### config.mk
export PLATFORM = sky130hd
export DESIGN_NAME = store_buffer_flat
export DESIGN_NICKNAME = d
export VERILOG_FILES = /design/src/rtl/store_buffer_pkg.sv /design/src/rtl/store_buffer_if.sv /design/src/rtl/store_lane_align.sv /design/src/rtl/store_buffer.sv /design/src/flat_wrapper.sv
export SDC_FILE = /design/constraint.sdc
export NUM_CORES = 1
export LEC_CHECK = 0
export ABC_AREA = 1
export CORE_AREA = 4 4 311 237
export CTS_CLUSTER_SIZE = 12
export DETAILED_ROUTE_END_ITERATION = 10
export DIE_AREA = 0 0 315 241
export PLACE_DENSITY = 0.49
export SLEW_MARGIN = 30
export SYNTH_ARGS = -nofsm -noshare
export SYNTH_HDL_FRONTEND = slang
export SYNTH_SLANG_ARGS = --single-unit
### constraint.sdc
create_clock -name clk -period 13.6 [get_ports clk]
set_clock_uncertainty 0.1 [all_clocks]
set_input_delay 2.72 -clock clk [delete_from_list [all_inputs] [get_ports clk]]
set_output_delay 2.72 -clock clk [all_outputs]
set_load 0.01 [all_outputs]
### src/rtl/store_buffer_pkg.sv
// Shared types and constants for the store buffer slice.
//   ACC_BYTE / ACC_HALF / ACC_WORD : one-hot access size encodings
//   sb_entry_t                     : one buffered store {word adr, lane data, byte enables}
package store_buffer_pkg;

  localparam logic [2:0] ACC_BYTE = 3'b001;
  localparam logic [2:0] ACC_HALF = 3'b010;
  localparam logic [2:0] ACC_WORD = 3'b100;

  typedef struct packed {
    logic [29:0] adr;
    logic [31:0] data;
    logic [3:0]  be;
  } sb_entry_t;

endpackage

### src/rtl/store_buffer_if.sv
// Bundle of the core-side access port and the memory-side read/write ports
// of the store buffer.
//   slave  : the store buffer itself
//   master : the environment (core + memory)
// Write port handshake: mem_wr_v_o is held high with stable adr/data/be
// until a cycle in which mem_wr_gnt_i is also high; that cycle transfers one
// entry and the next entry (if any) is presented on the following cycle.
// mem_wr_gnt_i is only meaningful while mem_wr_v_o is high.
interface store_buffer_if #(parameter int XLEN = 32);
  logic            adr_v_i;
  logic [XLEN-1:0] adr_i;
  logic            is_store_i;
  logic [XLEN-1:0] store_data_i;
  logic [2:0]      access_size_i;
  logic [XLEN-1:0] load_data_o;
  logic            misalign_o;
  logic [XLEN-3:0] mem_rd_adr_o;
  logic [XLEN-1:0] mem_rd_data_i;
  logic            mem_wr_v_o;
  logic [XLEN-3:0] mem_wr_adr_o;
  logic [XLEN-1:0] mem_wr_data_o;
  logic [3:0]      mem_wr_be_o;
  logic            mem_wr_gnt_i;
  logic            empty_o;
  logic            full_o;
  logic            overflow_o;

  modport slave (
    input  adr_v_i, adr_i, is_store_i, store_data_i, access_size_i,
    input  mem_rd_data_i, mem_wr_gnt_i,
    output load_data_o, misalign_o, mem_rd_adr_o,
    output mem_wr_v_o, mem_wr_adr_o, mem_wr_data_o, mem_wr_be_o,
    output empty_o, full_o, overflow_o
  );

  modport master (
    output adr_v_i, adr_i, is_store_i, store_data_i, access_size_i,
    output mem_rd_data_i, mem_wr_gnt_i,
    input  load_data_o, misalign_o, mem_rd_adr_o,
    input  mem_wr_v_o, mem_wr_adr_o, mem_wr_data_o, mem_wr_be_o,
    input  empty_o, full_o, overflow_o
  );
endinterface

### src/rtl/store_lane_align.sv
// Combinational store lane alignment, also usable by the load path.
//   adr_lo       in  2   byte offset within the word
//   size         in  3   one-hot access size
//   data         in  32  right-justified store data
//   data_aligned out 32  data moved to its byte lanes
//   be           out 4   byte enables for the access
//   misalign     out 1   half at odd offset or word at non-zero offset
module store_lane_align
  import store_buffer_pkg::*;
(
  input  logic [1:0]  adr_lo,
  input  logic [2:0]  size,
  input  logic [31:0] data,
  output logic [31:0] data_aligned,
  output logic [3:0]  be,
  output logic        misalign
);
  logic [31:0] masked;

  always_comb begin
    masked   = '0;
    be       = '0;
    misalign = 1'b0;
    case (size)
      ACC_BYTE: begin
        masked = {24'b0, data[7:0]};
        be     = 4'b0001 << adr_lo;
      end
      ACC_HALF: begin
        masked   = {16'b0, data[15:0]};
        be       = 4'b0011 << adr_lo;
        misalign = adr_lo[0];
      end
      ACC_WORD: begin
        masked   = data;
        be       = 4'b1111;
        misalign = (adr_lo != 2'b00);
      end
      default: ;
    endcase
    data_aligned = masked << {adr_lo, 3'b000};
  end
endmodule

### src/rtl/store_buffer.sv
// Posted-write store buffer between the core data port and data memory.
// Stores are queued in program order and drained through a byte-enabled
// write port with grant back-pressure; loads read memory combinationally
// with pending buffered bytes forwarded on top.
//   clk, reset : clock, synchronous active-high reset
//   bus        : store_buffer_if.slave (core access, memory read, memory write,
//                empty/full/overflow status)
module store_buffer
  import store_buffer_pkg::*;
#(
  parameter int DEPTH = 4,
  parameter int XLEN  = 32
) (
  input logic           clk,
  input logic           reset,
  store_buffer_if.slave bus
);
  localparam int PW = $clog2(DEPTH);

  sb_entry_t       entries [DEPTH];
  logic [PW-1:0]   rd_ptr;
  logic [PW-1:0]   wr_ptr;
  logic [PW:0]     count;
  logic            overflow;

  logic [31:0]     al_data;
  logic [3:0]      al_be;
  logic            al_misalign;
  logic            push;
  logic            pop;
  logic            push_ok;
  logic            full;
  logic [31:0]     fwd;
  logic [PW-1:0]   idx;

  store_lane_align u_align (
    .adr_lo       (bus.adr_i[1:0]),
    .size         (bus.access_size_i),
    .data         (bus.store_data_i),
    .data_aligned (al_data),
    .be           (al_be),
    .misalign     (al_misalign)
  );

  assign full    = (count == (PW+1)'(DEPTH));
  assign pop     = (count != '0) && bus.mem_wr_gnt_i;
  assign push    = bus.adr_v_i && bus.is_store_i && !al_misalign;
  // At full a push is only accepted when the head leaves in the same cycle.
  assign push_ok = push && (!full || pop);

  always_ff @(posedge clk) begin
    if (reset) begin
      rd_ptr   <= '0;
      wr_ptr   <= '0;
      count    <= '0;
      overflow <= 1'b0;
    end else begin
      if (push_ok) wr_ptr <= wr_ptr + 1'b1;
      if (pop)     rd_ptr <= rd_ptr + 1'b1;
      case ({push_ok, pop})
        2'b10:   count <= count + (PW+1)'(1);
        2'b01:   count <= count - (PW+1)'(1);
        default: count <= count;
      endcase
      if (push && !push_ok) overflow <= 1'b1;
    end
  end

  // Entry storage needs no reset: validity is implied by rd_ptr/count.
  // When full with a simultaneous pop, wr_ptr == rd_ptr and the popped head
  // slot is reused; the head was already consumed combinationally.
  always_ff @(posedge clk) begin
    if (!reset && push_ok) begin
      entries[wr_ptr] <= '{adr: bus.adr_i[XLEN-1:2], data: al_data, be: al_be};
    end
  end

  // Forwarding: walk oldest to youngest so a younger matching byte overwrites
  // an older one, which gives the same result as a youngest-first priority
  // scan. The head still forwards while being popped, because memory only
  // reflects the write from the next cycle on.
  always_comb begin
    fwd = bus.mem_rd_data_i;
    idx = '0;
    for (int k = 0; k < DEPTH; k++) begin
      idx = rd_ptr + PW'(k);
      if (((PW+1)'(k) < count) && (entries[idx].adr == bus.adr_i[XLEN-1:2])) begin
        for (int b = 0; b < 4; b++) begin
          if (entries[idx].be[b]) fwd[8*b +: 8] = entries[idx].data[8*b +: 8];
        end
      end
    end
  end

  assign bus.load_data_o   = fwd;
  assign bus.misalign_o    = al_misalign;
  assign bus.mem_rd_adr_o  = bus.adr_i[XLEN-1:2];
  assign bus.mem_wr_v_o    = (count != '0);
  assign bus.mem_wr_adr_o  = entries[rd_ptr].adr;
  assign bus.mem_wr_data_o = entries[rd_ptr].data;
  assign bus.mem_wr_be_o   = entries[rd_ptr].be;
  assign bus.empty_o       = (count == '0);
  assign bus.full_o        = full;
  assign bus.overflow_o    = overflow;
endmodule
### src/flat_wrapper.sv
// flat-port wrapper written by rule: the top's interface ports become plain ports
module store_buffer_flat import store_buffer_pkg::*;
#(
  parameter int DEPTH = 4,
  parameter int XLEN  = 32
)
  (clk, reset, bus_adr_v_i, bus_adr_i, bus_is_store_i, bus_store_data_i, bus_access_size_i, bus_mem_rd_data_i, bus_mem_wr_gnt_i, bus_load_data_o, bus_misalign_o, bus_mem_rd_adr_o, bus_mem_wr_v_o, bus_mem_wr_adr_o, bus_mem_wr_data_o, bus_mem_wr_be_o, bus_empty_o, bus_full_o, bus_overflow_o);
  store_buffer_if #(.XLEN(XLEN)) bus_i ();
  input logic clk;
  input logic reset;
  input wire logic [$bits(bus_i.adr_v_i)-1:0] bus_adr_v_i;
  input wire logic [$bits(bus_i.adr_i)-1:0] bus_adr_i;
  input wire logic [$bits(bus_i.is_store_i)-1:0] bus_is_store_i;
  input wire logic [$bits(bus_i.store_data_i)-1:0] bus_store_data_i;
  input wire logic [$bits(bus_i.access_size_i)-1:0] bus_access_size_i;
  input wire logic [$bits(bus_i.mem_rd_data_i)-1:0] bus_mem_rd_data_i;
  input wire logic [$bits(bus_i.mem_wr_gnt_i)-1:0] bus_mem_wr_gnt_i;
  output wire logic [$bits(bus_i.load_data_o)-1:0] bus_load_data_o;
  output wire logic [$bits(bus_i.misalign_o)-1:0] bus_misalign_o;
  output wire logic [$bits(bus_i.mem_rd_adr_o)-1:0] bus_mem_rd_adr_o;
  output wire logic [$bits(bus_i.mem_wr_v_o)-1:0] bus_mem_wr_v_o;
  output wire logic [$bits(bus_i.mem_wr_adr_o)-1:0] bus_mem_wr_adr_o;
  output wire logic [$bits(bus_i.mem_wr_data_o)-1:0] bus_mem_wr_data_o;
  output wire logic [$bits(bus_i.mem_wr_be_o)-1:0] bus_mem_wr_be_o;
  output wire logic [$bits(bus_i.empty_o)-1:0] bus_empty_o;
  output wire logic [$bits(bus_i.full_o)-1:0] bus_full_o;
  output wire logic [$bits(bus_i.overflow_o)-1:0] bus_overflow_o;
  assign bus_i.adr_v_i = bus_adr_v_i;
  assign bus_i.adr_i = bus_adr_i;
  assign bus_i.is_store_i = bus_is_store_i;
  assign bus_i.store_data_i = bus_store_data_i;
  assign bus_i.access_size_i = bus_access_size_i;
  assign bus_i.mem_rd_data_i = bus_mem_rd_data_i;
  assign bus_i.mem_wr_gnt_i = bus_mem_wr_gnt_i;
  assign bus_load_data_o = bus_i.load_data_o;
  assign bus_misalign_o = bus_i.misalign_o;
  assign bus_mem_rd_adr_o = bus_i.mem_rd_adr_o;
  assign bus_mem_wr_v_o = bus_i.mem_wr_v_o;
  assign bus_mem_wr_adr_o = bus_i.mem_wr_adr_o;
  assign bus_mem_wr_data_o = bus_i.mem_wr_data_o;
  assign bus_mem_wr_be_o = bus_i.mem_wr_be_o;
  assign bus_empty_o = bus_i.empty_o;
  assign bus_full_o = bus_i.full_o;
  assign bus_overflow_o = bus_i.overflow_o;
  store_buffer #(.DEPTH(DEPTH), .XLEN(XLEN)) u_core (.clk(clk), .reset(reset), .bus(bus_i));
endmodule
==> results.md <==
* Status: finished clean
* Design Area, Final at 25000 µm²
* First-pass GRT wire length at 127000 µm
* Compound-Gate Fraction of Synth Area at 0.130
* EDFF count, synth at 264
* Largest family of logic cells by synthesized area: simple AND/OR/NAND/NOR gates
* Slowest-stage cell, CP: clkdlybuf4s50_1
* Fin Setup TNS at 0 ns
* CP endpoint kind: output pin
* Gpl congestion at 0.940
* Clk_lat worst skew at 0.56 ns
* WP data arrival at 6.61 ns
* Gr usage total at 0.223
* Core area at 70900 µm²
* Gr ovfl total at 0
* IO Pins at 237
* Synth cell types at 42
* Register area share after synthesis at 0.387
* Vias per cell at 5.10
* Number of setup buffers added after CTS at 0
* P_leak at 10.8 nW
* Max Cap Viol at 0
* Via count at 21300
* DRC violations left at 0
* Worst path max stage delay at 0.75 ns
* Routed WL at 87800 µm
* Placed inst area at 23900 µm²
* Top_reg_cell synth: edfxtp_1
* Final hold vios at 0
* Mapped cell area at 21000 µm²
* Data required, critical path at 10.78 ns
* Fin nets at 3313
* Peak VDD IR at 0.154 mV
* CP Cell Sequence: clkdlybuf4s50_1 > inv_1 > nand3_1 > nand4_1 > nor2_1 > nand2_1 > nor2_4 > buf_4 > nand2_1 > buf_4 > nand2_1 > nand3_1 > nand2_1 > a21oi_1 > clkdlybuf4s50_1
* Avg WL per Cell at 21.0 µm
* Tot Pwr at 4.11 mW
* CTS max path bufs at 3
* Antenna violations before repair at 3
* XOR/XNOR share of the synthesized area at 0.00792
* Final period utilization at 0.694
* Layout cell share with drive strength beyond 1 at 0.0462
* Pin count of the biggest net entering global routing at 149
* CTS Hold Bufs at 0
* Clock share of power at 0.221
* Max-slew violations at 0
* RSZ-0062 raised after global routing: false
* Yosys warnings at 0
* Minimum clock period after layout at 9.43 ns
* Final setup vio count at 0
* NetSw at 1.93 mW
* P&R area growth vs syn at 18.9%
* Drt pass-1 iters at 6
* Synth async-reset ratio at 0
* FP Rows at 85
* Comb pwr share at 0.538
* Yosys reg bits at 274
* Clock slew at reported path FFs at 0.06 ns
* Hold WC Path Type: reg -> reg
* Seq pwr share at 0.241
* FILL cells at 7649
* CTS Root Cell: clkbuf_16
* Slew margin rel. at 0.304
* Clock Sinks at 274
* Syn_area_per_cell at 6.81 µm²
* Fmax at 0.106 GHz
* Worst setup SP type: input pin
* Synth Area in Adders at 0.00476
* Initial core utilization at 0.296
* Critical Path Fanout Max at 33
* Hold WS at 0.386 ns
* Mux contribution to synthesized area at 0.0343
* Mapped Nets at 3198
* Cell area power density at 164 nW/µm²
* Register area at 8140 µm²
* Most frequent cells in the layout: nand2_1, nand3_1, inv_1
* Die width at 315 µm
* PostCTS Resize Cnt at 0
* Most frequent CP cell: nand2_1
* Tightest Pin Transition at 1.04 ns
* Internal power at 2.17 mW
* DPL Wire Length at 59000 µm
* Iter 0 DRT Violations at 2110
* Area of the multi-input gates at 10900 µm²
* Die extent in y at 241 µm
* TritonCTS Buffers at 35
* Cells after Synth at 3086
* Vias in the first global route at 19400
* Port bufs at 236
* TritonCTS clock tree: yes
* Commonest non-fill, non-tap cell in the layout: nand2_1
* Number of H-tree levels at 2
* Post-route ant nets at 0
* Net Sw Frac at 0.471
* Post-synthesis simple-gate area fraction at 0.336
* Die area at 75900 µm²
* Crit path kind: in -> out
critical path, delay by kind of cell:
kind                   cells  cell delay [ns]
buffers and inverters      5             2.11
and+or+nand+nor            9             1.59
AOI/OAI and AO/OA          1             0.12
metrics by stage:
step,setup WS [ns],cells,utilization
floorplan,6.54,3086,-
global placement,4.29,4121,0.337
detailed placement,4.27,4121,0.337
CTS,4.27,4180,0.352
global route,3.95,4180,0.352
finish,4.17,4181,0.352
power groups by stage:
stage          Sequential, mW  Clock (mW)  Combinational, mW
6_report                0.990       0.908               2.21
5_1_grt                 0.993       0.960               2.42
2_1_floorplan           0.974           0               1.38
3_3_place_gp             1.01           0               2.18
4_1_cts                 0.989       0.926               2.18
3_5_place_dp             1.01           0               2.18
per-layer routing:
layer / vias up / GRT usage / share of wire
met2: 887 / 0.337 / 0.43
met5: - / 0 / 0.00011
met4: 2 / 0.0567 / 0.022
met3: 113 / 0.0512 / 0.093
li1: 10400 / - / -
met1: 9925 / 0.323 / 0.46
Yosys cell counts (5+ instances only):
cell	count	area share
a21oi_1	158	0.038
a22oi_1	54	0.019
buf_1	12	0.0021
buf_2	65	0.015
buf_4	36	0.013
buf_6	9	0.0048
clkbuf_1	66	0.012
dfxtp_1	10	0.0095
edfxtp_1	264	0.38
ha_1	8	0.0048
inv_1	295	0.053
mux2_2	32	0.017
mux2i_1	36	0.017
nand2_1	1161	0.21
nand3_1	298	0.071
nand4_1	22	0.0065
nor2_1	231	0.041
nor3_1	5	0.0012
o211ai_1	10	0.0036
o21ai_0	212	0.050
o21ai_1	19	0.0045
o22ai_1	18	0.0054
xor2_1	19	0.0079
sequential cells by signal (all words and copies together), names as in the netlist, named ones only:
register / cells
u_core.entries: 264
u_core.count: 3
u_core.rd_ptr: 2
u_core.wr_ptr: 2
u_core.bus.overflow_o: 1
layout make-up:
| cell class | count | share of cell area |
|---|---|---|
| Timing Repair Buffer | 266 | 0.104 |
| Clock buffer | 41 | 0.0368 |
| Multi-Input combinational cell | 2324 | 0.434 |
| Inverter | 300 | 0.0453 |
| Clock inverter | 18 | 0.00591 |
| Antenna cell | 1 | 0.000100 |
| Sequential cell | 274 | 0.325 |
| Tap cell | 957 | 0.0479 |
kinds of logic after synthesis:
family                     count (synthesis)
xor gates and xnor gates                  19
adders and majority gates                  8
AOI/OAI and AO/OA                        493
DFF                                      274
and+or+nand+nor                         1736
muxes                                     68
buffers and inverters                    488
path summary, 6_finish.rpt:
check	start	to	slack, ns	cells after the start
max reg2reg	u_core.count[0]$_SDFFE_PP0P_	u_core.entries[0][16]$_DFFE_PP_	9.49	10
min reg2reg	u_core.bus.overflow_o$_SDFFE_PP0P_	u_core.bus.overflow_o$_SDFFE_PP0P_	0.39	2
min	u_core.bus.overflow_o$_SDFFE_PP0P_	u_core.bus.overflow_o$_SDFFE_PP0P_	0.39	2
max	bus_adr_i[31]	bus_load_data_o[16]	4.17	15
Power figures use the tool's default switching activity.
